**src/rtl/pipe_skid_stage_pkg.sv**
```systemverilog
// Shared definitions for the valid/ready skid stage.
//   state_t : occupancy state of the stage
//             ST_EMPTY = 0 words held
//             ST_BUSY  = main register full
//             ST_FULL  = main and skid registers full
package pipe_skid_stage_pkg;

  typedef enum logic [1:0] {
    ST_EMPTY = 2'd0,
    ST_BUSY  = 2'd1,
    ST_FULL  = 2'd2
  } state_t;

  // Number of held words for a given state.
  function automatic logic [1:0] state_occ(input state_t s);
    logic [1:0] n;
    n = 2'd0;
    case (s)
      ST_EMPTY: n = 2'd0;
      ST_BUSY:  n = 2'd1;
      ST_FULL:  n = 2'd2;
      default:  n = 2'd0;
    endcase
    return n;
  endfunction

endpackage

```
**src/rtl/pipe_skid_stage_dffl.sv**
```systemverilog
// dffl: DW-bit load-enabled register with asynchronous active-low clear.
//   clk   : clock, rising edge
//   rst_n : async active-low reset, clears q to 0
//   en    : load enable, q <= d when high
//   d     : data in
//   q     : registered data out
module dffl #(
  parameter int unsigned W = 32
) (
  input  logic         clk,
  input  logic         rst_n,
  input  logic         en,
  input  logic [W-1:0] d,
  output logic [W-1:0] q
);

  always_ff @(posedge clk or negedge rst_n) begin
    if (!rst_n) begin
      q <= '0;
    end else if (en) begin
      q <= d;
    end
  end

endmodule

```
**src/rtl/pipe_skid_stage.sv**
```systemverilog
// pipe_skid_stage: registered valid/ready pipeline stage with a one-entry
// skid buffer. Full throughput, 1-cycle latency, and i_ready is a pure
// function of the state register (no o_ready -> i_ready path).
//   clk     : core clock
//   rst_n   : async active-low reset
//   flush   : synchronous discard of all held words
//   i_valid : upstream word present on i_data
//   i_ready : stage can accept a word this cycle
//   i_data  : upstream data
//   o_valid : o_data holds a valid word
//   o_ready : downstream accepts o_data this cycle
//   o_data  : head word (main register)
//   occ     : number of words held, 0..2
module pipe_skid_stage
  import pipe_skid_stage_pkg::*;
#(
  parameter int unsigned DW = 32
) (
  input  logic          clk,
  input  logic          rst_n,
  input  logic          flush,
  input  logic          i_valid,
  output logic          i_ready,
  input  logic [DW-1:0] i_data,
  output logic          o_valid,
  input  logic          o_ready,
  output logic [DW-1:0] o_data,
  output logic [1:0]    occ
);

  state_t        state, state_nxt;
  logic          in_xfer, out_xfer;
  logic          main_en, skid_en;
  logic [DW-1:0] main_d, skid_q;

  assign in_xfer  = i_valid & i_ready;
  assign out_xfer = o_valid & o_ready;

  // State register
  always_ff @(posedge clk or negedge rst_n) begin
    if (!rst_n) begin
      state <= ST_EMPTY;
    end else begin
      state <= state_nxt;
    end
  end

  // Next-state logic
  always_comb begin
    state_nxt = state;
    if (flush) begin
      state_nxt = ST_EMPTY;
    end else begin
      case (state)
        ST_EMPTY: if (in_xfer) state_nxt = ST_BUSY;
        ST_BUSY: begin
          if (in_xfer && !out_xfer)      state_nxt = ST_FULL;
          else if (!in_xfer && out_xfer) state_nxt = ST_EMPTY;
        end
        ST_FULL:  if (out_xfer) state_nxt = ST_BUSY;
        default:  state_nxt = ST_EMPTY;
      endcase
    end
  end

  // Outputs and register load controls. Flush gates both enables so the
  // data registers keep their stale contents.
  always_comb begin
    o_valid = (state != ST_EMPTY);
    i_ready = (state != ST_FULL);
    occ     = state_occ(state);
    main_en = 1'b0;
    skid_en = 1'b0;
    main_d  = i_data;
    if (!flush) begin
      case (state)
        ST_EMPTY: main_en = in_xfer;
        ST_BUSY: begin
          main_en = in_xfer & out_xfer;
          skid_en = in_xfer & ~out_xfer;
        end
        ST_FULL: begin
          main_en = out_xfer;
          main_d  = skid_q;
        end
        default: ;
      endcase
    end
  end

  dffl #(.W(DW)) u_main (
    .clk   (clk),
    .rst_n (rst_n),
    .en    (main_en),
    .d     (main_d),
    .q     (o_data)
  );

  dffl #(.W(DW)) u_skid (
    .clk   (clk),
    .rst_n (rst_n),
    .en    (skid_en),
    .d     (i_data),
    .q     (skid_q)
  );

endmodule
```
**config.mk**
```make
export PLATFORM = sky130hd
export DESIGN_NAME = pipe_skid_stage
export DESIGN_NICKNAME = d
export VERILOG_FILES = /design/src/rtl/pipe_skid_stage_pkg.sv /design/src/rtl/pipe_skid_stage_dffl.sv /design/src/rtl/pipe_skid_stage.sv
export SDC_FILE = /design/constraint.sdc
export NUM_CORES = 1
export LEC_CHECK = 0
export BUFFER_PORTS_ARGS = -buffer_cell sky130_fd_sc_hd__buf_2
export CAP_MARGIN = 20
export CORE_MARGIN = 4
export CORE_UTILIZATION = 35
export CTS_CLUSTER_SIZE = 25
export DETAILED_ROUTE_END_ITERATION = 10
export PLACE_DENSITY_LB_ADDON = 0.08
export SLEW_MARGIN = 20
export SYNTH_ARGS = -nofsm -noshare
export SYNTH_HDL_FRONTEND = slang
export SYNTH_HIERARCHICAL = 1
export SYNTH_SLANG_ARGS = --single-unit
```
**constraint.sdc**
```tcl
create_clock -name clk -period 2.45 [get_ports clk]
set_input_delay 0.1225 -clock clk [delete_from_list [all_inputs] [get_ports clk]]
set_output_delay 0.1225 -clock clk [all_outputs]
set_load 0.02 [all_outputs]
```
## Word-level counts from Yosys, hierarchy flattened

Index checks and enable logic that the tools add are counted.

- Output and inout bits: 36
- Flip-flop bits (word level): 66
- Logic and storage cells: 34

- Equality and inequality tests: 6
- Reductions and logical operators: 7
- Multiplexer cells: 13
- Bitwise gates (word level): 5

Operators by type and width:

| kind | count |
|---|---|
| $mux W32 | 2 |
| $mux W2 | 5 |
| $ne A3 B3 Y1 const B | 2 |
| $pmux W2 S3 | 1 |
| $and A1 B1 Y1 | 4 |
| $ne A4 B4 Y1 const B | 1 |
| $pmux W2 S2 | 1 |
| $mux W1 | 3 |
| $pmux W1 S3 | 1 |
| $reduce_and A3 Y1 | 1 |
| $eq A2 B1 Y1 const B | 1 |
| $eq A2 B2 Y1 const B | 1 |
| $logic_and A1 B1 Y1 | 2 |
| $logic_not A1 Y1 | 2 |
| $logic_not A2 Y1 | 1 |
| $ne A2 B2 Y1 const B | 1 |
| $reduce_bool A2 Y1 | 1 |
| $not A1 Y1 | 1 |

## Logic depth before layout (Yosys ltp)

Gate-level depths: netlist of run 1.

- Depth after elaboration: 8
- Gate-level depth with buffers: 6

## Cells and area by module

The synthesis of run 1 kept the hierarchy.

By module, submodules not included:

| module | cells an instance | times used | area each (sq um) |
|---|---|---|---|
| dffl | 68 | 2 | 1345.0 |
| pipe_skid_stage | 52 | 1 | 675.6 |

## Worst setup path before layout of run 1

No wires, ideal clock.

- Kind: flip-flop to flip-flop
- From: reg state[0]
- To: reg u_main.q[29]
- Stages on the path, launching flop included: 7
- Setup time: 0.125 ns
- Data arrival time: 1.606 ns
- Slack: 0.719 ns
- Period minus slack after synthesis: 1.731 ns
- Path through: dfrtp_1 nor2b_4 inv_2 nor2_8 buf_8 mux2_4 mux2_2

- Cells in the longest elaborated chain, start to end: 5
- Elaborated cells between the ends (all ways): 12
- Classes of those cells: eq/ne (3); mux (4); bitwise (3); reduce/logical (2)

Ends and longest elaborated chain:

| item | line | RTL |
|---|---|---|
| from (decl) | pipe_skid_stage.sv:31 | `state_t state, state_nxt;` |
| from (signal assigned) | pipe_skid_stage.sv:44 | `state <= state_nxt;` |
| $ne A2 B2 Y1 * | pipe_skid_stage.sv:70 | `i_ready = (state != ST_FULL);` |
| net i_ready | pipe_skid_stage.sv:23 | `output logic i_ready,` |
| $and A1 B1 Y1 * | pipe_skid_stage.sv:36 | `assign in_xfer = i_valid & i_ready;` |
| $and A1 B1 Y1 | pipe_skid_stage.sv:79 | `main_en = in_xfer & out_xfer;` |
| $pmux W1 S3 * | pipe_skid_stage.sv:76 | `case (state)` |
| $mux W1 * | pipe_skid_stage.sv:75 | `if (!flush) begin` |
| to (signal assigned) | pipe_skid_stage_dffl.sv:19 | `q <= '0;` |
| to (signal assigned) | pipe_skid_stage_dffl.sv:21 | `q <= d;` |
| to (decl) | pipe_skid_stage_dffl.sv:14 | `output logic [W-1:0] q` |

Mark *: on every way through the listed nets, which the timed path passes. The rest lies on a longest branch.
A chain may end at the register's enable or synchronous reset.

## Worst setup path after layout of run 1

- From: reg state[0]
- To: reg u_main.q[28]

- Elaborated cells between the ends (all ways): 12
- Classes of those cells: eq/ne (3); mux (4); bitwise (3); reduce/logical (2)

RTL lines:

| item | line | RTL |
|---|---|---|
| $eq A2 B2 Y1 | pipe_skid_stage.sv:76 |  |
| $mux W32 | pipe_skid_stage.sv:76 |  |
| $mux W32 | pipe_skid_stage.sv:75 |  |
| net main_d[28] | pipe_skid_stage.sv:34 | `logic [DW-1:0] main_d, skid_q;` |

The timed path passes the listed nets, and every way through them passes these cells.

==> metrics.md, run 1 <==
| Metric | Value |
|---|---|
| Gpl congestion | `0.704` |
| Final setup viols | `0` |
| Share of layout cells above drive strength 1 | `0.716` |
| CP max stage cell | `dfrtp_1` |
| Status | `complete, no violations` |
| Pleak | `1.95 nW` |
| Antenna violations before repair | `0` |
| Critical Path RT | `2.68 ns` |
| Post-route clock period utilization | `0.768` |
| Cell Chain, Critical Path | `nor2b_4 > inv_2 > nor2_8 > buf_4 > mux2_4 > mux2_4` |
| Die footprint | `11200 um2` |
| DP Worst Slack | `0.557 ns` |
| Post-Route Skew | `0.0110 ns` |
| Most used cell, CP | `mux2_4` |
| TritonCTS clock tree | `built` |
| Rel. slew slack | `0.721` |
| CTS sink cnt | `66` |
| Final #Nets | `308` |
| DIE HEIGHT | `106 um` |
| HPWL after detailed placement | `4.06 mm` |
| Largest net degree at the start of global routing | `67` |
| Clock Tree Root | `clkbuf_8` |
| Crit path buf inv count | `2` |
| First-pass GRT wire length | `10.0 mm` |
| Synth cell types | `19` |
| # IOs | `73` |
| Number of synthesized register bits | `66` |
| Post-CTS Setup Repair Bufs | `0` |
| Port bufs | `72` |
| Core Region | `9280 um2` |
| Peak VDD IR | `0.000318 V` |
| Hold crit path type | `primary input to flip-flop` |
| Pwr/cell area | `806 nW/um2` |
| TNS Setup | `0 ns` |
| Crit Path Class | `flip-flop to flip-flop` |
| Mapped Cells | `188` |
| Max-capacitance violation count | `0` |
| Diode count | `0` |
| Clock transition at the registers of the reported paths | `0.07 ns` |
| CP Capture Type | `flip-flop` |
| Starting Density | `0.363` |
| Biggest cell delay along the critical path | `0.44 ns` |
| Post-synthesis sequential area ratio | `0.491` |
| Final hold vios | `0` |
| Post-synthesis average cell area | `17.9 um2` |
| Worst Path Max Fanout | `12` |
| Post-synthesis net count | `225` |
| Initial drt markers | `57` |
| Min setup slack post-route | `0.568 ns` |
| Grt ovf | `0` |
| Drt total wl | `6.30 mm` |
| Row cnt | `35` |
| Die Width | `106 um` |
| Startpoint Class | `flip-flop` |
| Smallest hold slack | `0.0281 ns` |
| # fillers | `887` |
| 1st-pass router iterations | `4` |
| Worst-Skew Late Latency | `0.34 ns` |
| Avg WL per Cell | `15.6 um` |
| Maximum clock path buffer count | `2` |
| Synth-to-Final Area Change | `20.0%` |
| Hold Buf Count CTS | `4` |
| # DRC | `0` |
| Crit path DAT | `2.11 ns` |
| Post-route ant nets | `0` |
| Post-CTS Resized | `0` |
| RSZ-0062 raised after global routing | `no` |
| Synthesized area | `3370 um2` |
| Warnings from Yosys | `6` |
| Avg Vias per Cell | `4.36` |
| Area leader, netlist | `dfrtp_1` |
| Ranking of synthesized cells by area | `dfrtp_1 (49%), mux2_4 (40%), buf_12 (3.6%)` |
| GRT Total Usage | `0.118` |
| Inserted Clock Buffers | `9` |
| Final Power | `3.26 mW` |
| Vias in the first global route | `1895` |
| # H-tree levels | `3` |
| Fmax | `531 MHz` |
| Final Critical Period | `1.88 ns` |
| Cell family with most CP delay | `multiplexers` |
| Vias | `1760` |
| Post-synth top area share | `0.491` |
| Least-Margin Pin Slew | `0.414 ns` |
| Final Max Slew Viols | `0` |
==> placed cells by master (no fill, tap or decap), types with 2 or more instances in the layout <==
cell type	count
dlygate4sd3_1	4
buf_12	3
buf_4	4
mux2_2	6
dfrtp_1	66
clkinv_4	2
buf_2	72
mux2_4	90
clkbuf_8	10
and2b_2	2
nand2_1	2
==> path summary, 6_finish.rpt <==
path / from / end / slack, ns / depth (start not counted)
max in group asynchronous: rst_n / u_skid/q[8] / 1.82 / 3
worst max-delay path: state[0] / u_main/q[28] / 0.57 / 6
min in group asynchronous: rst_n / u_main/q[21] / 0.33 / 3
worst min register to register: u_main/q[19] / u_main/q[19] / 0.51 / 1
worst max register to register: state[0] / u_main/q[28] / 0.57 / 6
worst min-delay path: i_data[2] / u_skid/q[2] / 0.03 / 2
==> Yosys cell counts, drive strengths merged <==
cell / count
a211oi: 1
a21oi: 1
a31oi: 1
and2b: 2
buf: 11
dfrtp: 66
inv: 1
mux2: 96
nand2: 2
nand2b: 1
nor2: 2
nor2b: 1
nor3: 1
o21ai: 1
or2: 1
==> worst register-to-register path: cells and delay by family (launching register included) <==
| kind | cells | cell delay (ns) |
|---|---|---|
| flip-flops | 1 | 0.44 |
| buffers and inverters | 2 | 0.34 |
| AND/OR/NAND/NOR | 2 | 0.42 |
| multiplexers | 2 | 0.56 |
==> final cells by class <==
cell class / instances / area [um2] / area share
tap: 129 / 161 / 0.0400
inverter: 1 / 3.75 / 0.000929
timing repair buffer: 83 / 490 / 0.121
clock inverter: 4 / 52.6 / 0.0130
sequential: 66 / 1650 / 0.409
clock buffer: 11 / 141 / 0.0350
multi-input combinational: 110 / 1540 / 0.381
==> through the flow <==
step	area [um2]	utilization	cells
detailed placement	3810	0.410	385
global placement	3810	0.410	385
CTS	4040	0.435	404
finish	4040	0.435	404
global route	4040	0.435	404
floorplan	3370	-	188
==> power breakdown <==
group / total (mW) / switching [mW] / internal (mW) / leakage, nW
clock: 0.911 / 0.416 / 0.494 / 0.0994
combinational: 0.846 / 0.343 / 0.502 / 1.06
sequential: 1.50 / 0.147 / 1.35 / 0.795
total: 3.26 / 0.907 / 2.35 / 1.95
==> routing by layer <==
metal / global-route usage / share of wire
met2: 0.172 / 0.44
met4: 0.0537 / 0.023
met1: 0.153 / 0.47
met3: 0.0455 / 0.065
met5: 0 / 0
==> cell families after synthesis <==
| family | synth area share |
|---|---|
| AO/OA/AOI/OAI | 0.00706 |
| multiplexers | 0.422 |
| flip-flops | 0.491 |
| buffers and inverters | 0.0569 |
| AND/OR/NAND/NOR | 0.0238 |
==> registers in the layout, indices dropped and copies added, names as in the netlist <==
register / cells
u_main/q: 32
state: 2
u_skid/q: 32
Note: power is estimated with default switching activity, not from simulation.
==> run 2, diff against run 1 <==
Settings changed: ABC_AREA set to 1.
Clock period 2.45 ns to 1.6 ns, I/O delays scaled along.
==> metrics.md, run 2 <==
| Metric | Value |
|---|---|
| Status | `complete, no violations` |
| Critical Path RT | `1.82 ns (-0.86 ns)` |
| Post-route clock period utilization | `0.904 (+0.136)` |
| DIE HEIGHT | `105 um (-1.4%)` |
| # IOs | `73 (unchanged)` |
| Vias | `2841 (+61%)` |
| Fin cells | `628 (+55%)` |
| Warnings from Yosys | `6 (unchanged)` |
| Largest net degree at the start of global routing | `35 (-48%)` |
| Gpl congestion | `0.816 (+16%)` |
| DP Cell Count | `575 (+49%)` |
| Min setup slack post-route | `0.153 ns (-0.415 ns)` |
| Sequential share of power | `0.449 (-0.012)` |
| Mux share of post-synthesis cell area | `0 (-0.422)` |
| Die Width | `105 um (-1.4%)` |
| Ranking of synthesized cells by area | `dfrtp_1 (51%), nand2_1 (28%), nand3_1 (5.4%)` |
| Final setup viols | `0 (unchanged)` |
| Max-capacitance violation count | `0 (unchanged)` |
| Synth Area in Compound Gates | `0.00882 (+0.00175)` |
| Clock Power Share | `0.257 (-0.023)` |
| TritonCTS clock tree | `built` |
| Pwr/cell area | `1410 nW/um2 (+75%)` |
| Post-synth EDFFs | `0 (unchanged)` |
| Row cnt | `34 (-2.9%)` |
| Port bufs | `72 (unchanged)` |
| 1st-pass router iterations | `4 (unchanged)` |
| TNS Setup | `0 ns (unchanged)` |
| Worst Path Max Fanout | `32 (+20)` |
| Largest family of logic cells by synthesized area | `simple AND/OR/NAND/NOR gates` |
| Final Max Slew Viols | `0 (unchanged)` |
| CP Capture Type | `flip-flop` |
| Synth cell count leaders | `nand2_1 (241), dfrtp_1 (66), nand3_1 (35)` |
| Core Region | `8890 um2 (-4.2%)` |
| Post-synth top area share | `0.506 (+0.0152)` |
| Post-Route Skew | `0.0107 ns (-0.000229 ns)` |
| Vias in the first global route | `3014 (+59%)` |
| Antenna violations before repair | `0 (unchanged)` |
| Adder-Cell Fraction of Synth Area | `0 (unchanged)` |
| Hold crit path type | `primary input to flip-flop` |
| Die footprint | `10900 um2 (-2.8%)` |
| Mapped Cells | `409 (+120%)` |
| Synth-to-Final Area Change | `29.6%` |
| Clock Tree Root | `clkbuf_8` |
| Pleak | `2.38 nW (+22%)` |
| Comb power frac | `0.294 (+0.034)` |
| Async SR Flop Fraction | `1.00 (unchanged)` |
| Final hold vios | `0 (unchanged)` |
| Initial drt markers | `95 (+67%)` |
| GRT Total Usage | `0.161 (+0.0438)` |
| Avg WL per Cell | `13.1 um (-16%)` |
| Number of synthesized register bits | `66 (unchanged)` |
| Most common cell after layout, fill and taps aside | `nand2_1` |
| First-pass GRT wire length | `14.3 mm (+43%)` |
| DP Worst Slack | `0.0400 ns (-0.517 ns)` |
| Net Sw Frac | `0.352 (+0.0735)` |
| Inserted Clock Buffers | `9 (unchanged)` |
| Synth Area in Simple Gates | `0.387 (+0.363)` |
| Ys flop type | `dfrtp_1` |
| Drt total wl | `8.26 mm (+31%)` |
| Fmax | `691 MHz (+30%)` |
| Synthesized area | `3260 um2 (-3.0%)` |
| Post-synthesis net count | `446 (+98%)` |
| # DRC | `0 (unchanged)` |
| Worst-Skew Late Latency | `0.34 ns (about the same)` |
| Starting Density | `0.367 (+0.00462)` |
| Final #Nets | `552 (+79%)` |
| Startpoint Class | `flip-flop` |
| HPWL after detailed placement | `5.24 mm (+29%)` |
| Diode count | `0 (unchanged)` |
| Final Critical Period | `1.45 ns (-0.435 ns)` |
| Peak VDD IR | `0.000634 V (+99%)` |
| Post-Route Utilization | `0.476 (+0.0406)` |
| Crit path DAT | `1.67 ns (-0.44 ns)` |
| CTS sink cnt | `66 (unchanged)` |
| Top-count cell post-synth | `nand2_1` |
| Synth cell types | `19 (unchanged)` |
| Crit Path Class | `flip-flop to flip-flop` |
| Psw | `2.10 mW (+130%)` |
| Rel. slew slack | `0.689 (-0.0322)` |
| Post-synthesis sequential area ratio | `0.506 (+0.0152)` |
| Commonest non-fill, non-tap cells in the layout | `nand2_1 (241), buf_2 (71), dfrtp_1 (65), nand3_1 (35), dlygate4sd3_1 (34)` |
| Post-route ant nets | `0 (unchanged)` |
| Avg Vias per Cell | `4.52 (+3.8%)` |
| Area leader, netlist | `dfrtp_1` |
| Share of layout cells above drive strength 1 | `0.250 (-0.466)` |
| Grt ovf | `0 (unchanged)` |
| Maximum clock path buffer count | `2 (unchanged)` |
| # H-tree levels | `3 (unchanged)` |
| Least-Margin Pin Slew | `0.467 ns (+0.0527 ns)` |
| XOR/XNOR share of the synthesized area | `0 (unchanged)` |
| Final Power | `5.95 mW (+83%)` |
| Clock transition at the registers of the reported paths | `0.08 ns (about the same)` |
| Reg2reg setup slack | `0.15 ns (-0.41 ns)` |
| RSZ-0062 raised after global routing | `no` |
| Internal | `3.86 mW (+64%)` |
| Top flop regs | `u_main/q: 32 flops, u_skid/q: 32 flops, state: 2 flops` |
| Post-synthesis average cell area | `7.98 um2 (-55%)` |
## run 2: power by group through the flow
| stage | Clock, mW | Sequential, mW | Combinational (mW) |
|---|---|---|---|
| 2_1_floorplan | 0 | 2.95 | 0.892 |
| 3_3_place_gp | 0 | 2.69 | 1.66 |
| 3_5_place_dp | 0 | 2.70 | 1.69 |
| 4_1_cts | 1.59 | 2.68 | 1.76 |
| 5_1_grt | 1.66 | 2.77 | 1.99 |
| 6_report | 1.53 | 2.67 | 1.75 |
## run 2: cells by family after synthesis
group                  after synthesis
DFF                                 66
AOI/OAI and AO/OA                    5
and+or+nand+nor                    304
buffers and inverters               34
## run 2: path summary, 6_finish.rpt
path	start	to	cells past startpoint
min reg2reg	u_main/q[12]	u_main/q[12]	2
max	state[1]	u_skid/q[14]	8
min in group asynchronous	rst_n	u_main/q[6]	2
max in group asynchronous	rst_n	state[1]	3
min	i_valid	state[0]	5
max reg2reg	state[1]	u_skid/q[14]	8
## run 2: final cells by class
cell class              instances  area [um2]
fillers                       912        4660
flip-flops and latches         66        1650
multi-input cells             309        1300
repair buffers                119         876
well taps                     108         135
clock buffers                  11         131
clock inverters                 5        78.8
inverters                      10        52.6
## run 2: per-layer routing
layer / vias to the layer above / GRT usage / part of all wire
li1: 1467 / - / -
met1: 1310 / 0.203 / 0.48
met2: 49 / 0.272 / 0.46
met3: 15 / 0.0345 / 0.042
met4: 0 / 0.0656 / 0.019
met5: - / 0 / 0
## run 2: metrics by stage
stage / hold WS (ns) / instance area, um2
after global routing: 0.183 / 4230
after global placement: 0.0661 / 3630
after detailed placement: 0.0675 / 3630
final: 0.131 / 4230
after CTS: 0.119 / 4180
after floorplan: -0.216 / 3260
## run 2: timing repair
action                                  4_1_cts  5_1_grt
endpoints found under the setup margin        0       64
hold buffers                                 34        0
buffers inserted                              0        3
hold endpoints to repair                     65        0
resized for setup                             0        1
## run 2: worst max-delay path, stage by stage, from the launching register on
cell	delay, ns
dfrtp_2	0.46
buf_4	0.16
nor2_4	0.10
nand2_1	0.12
nor2_4	0.12
buf_12	0.14
inv_8	0.09
nand2_1	0.08
nand2_1	0.05
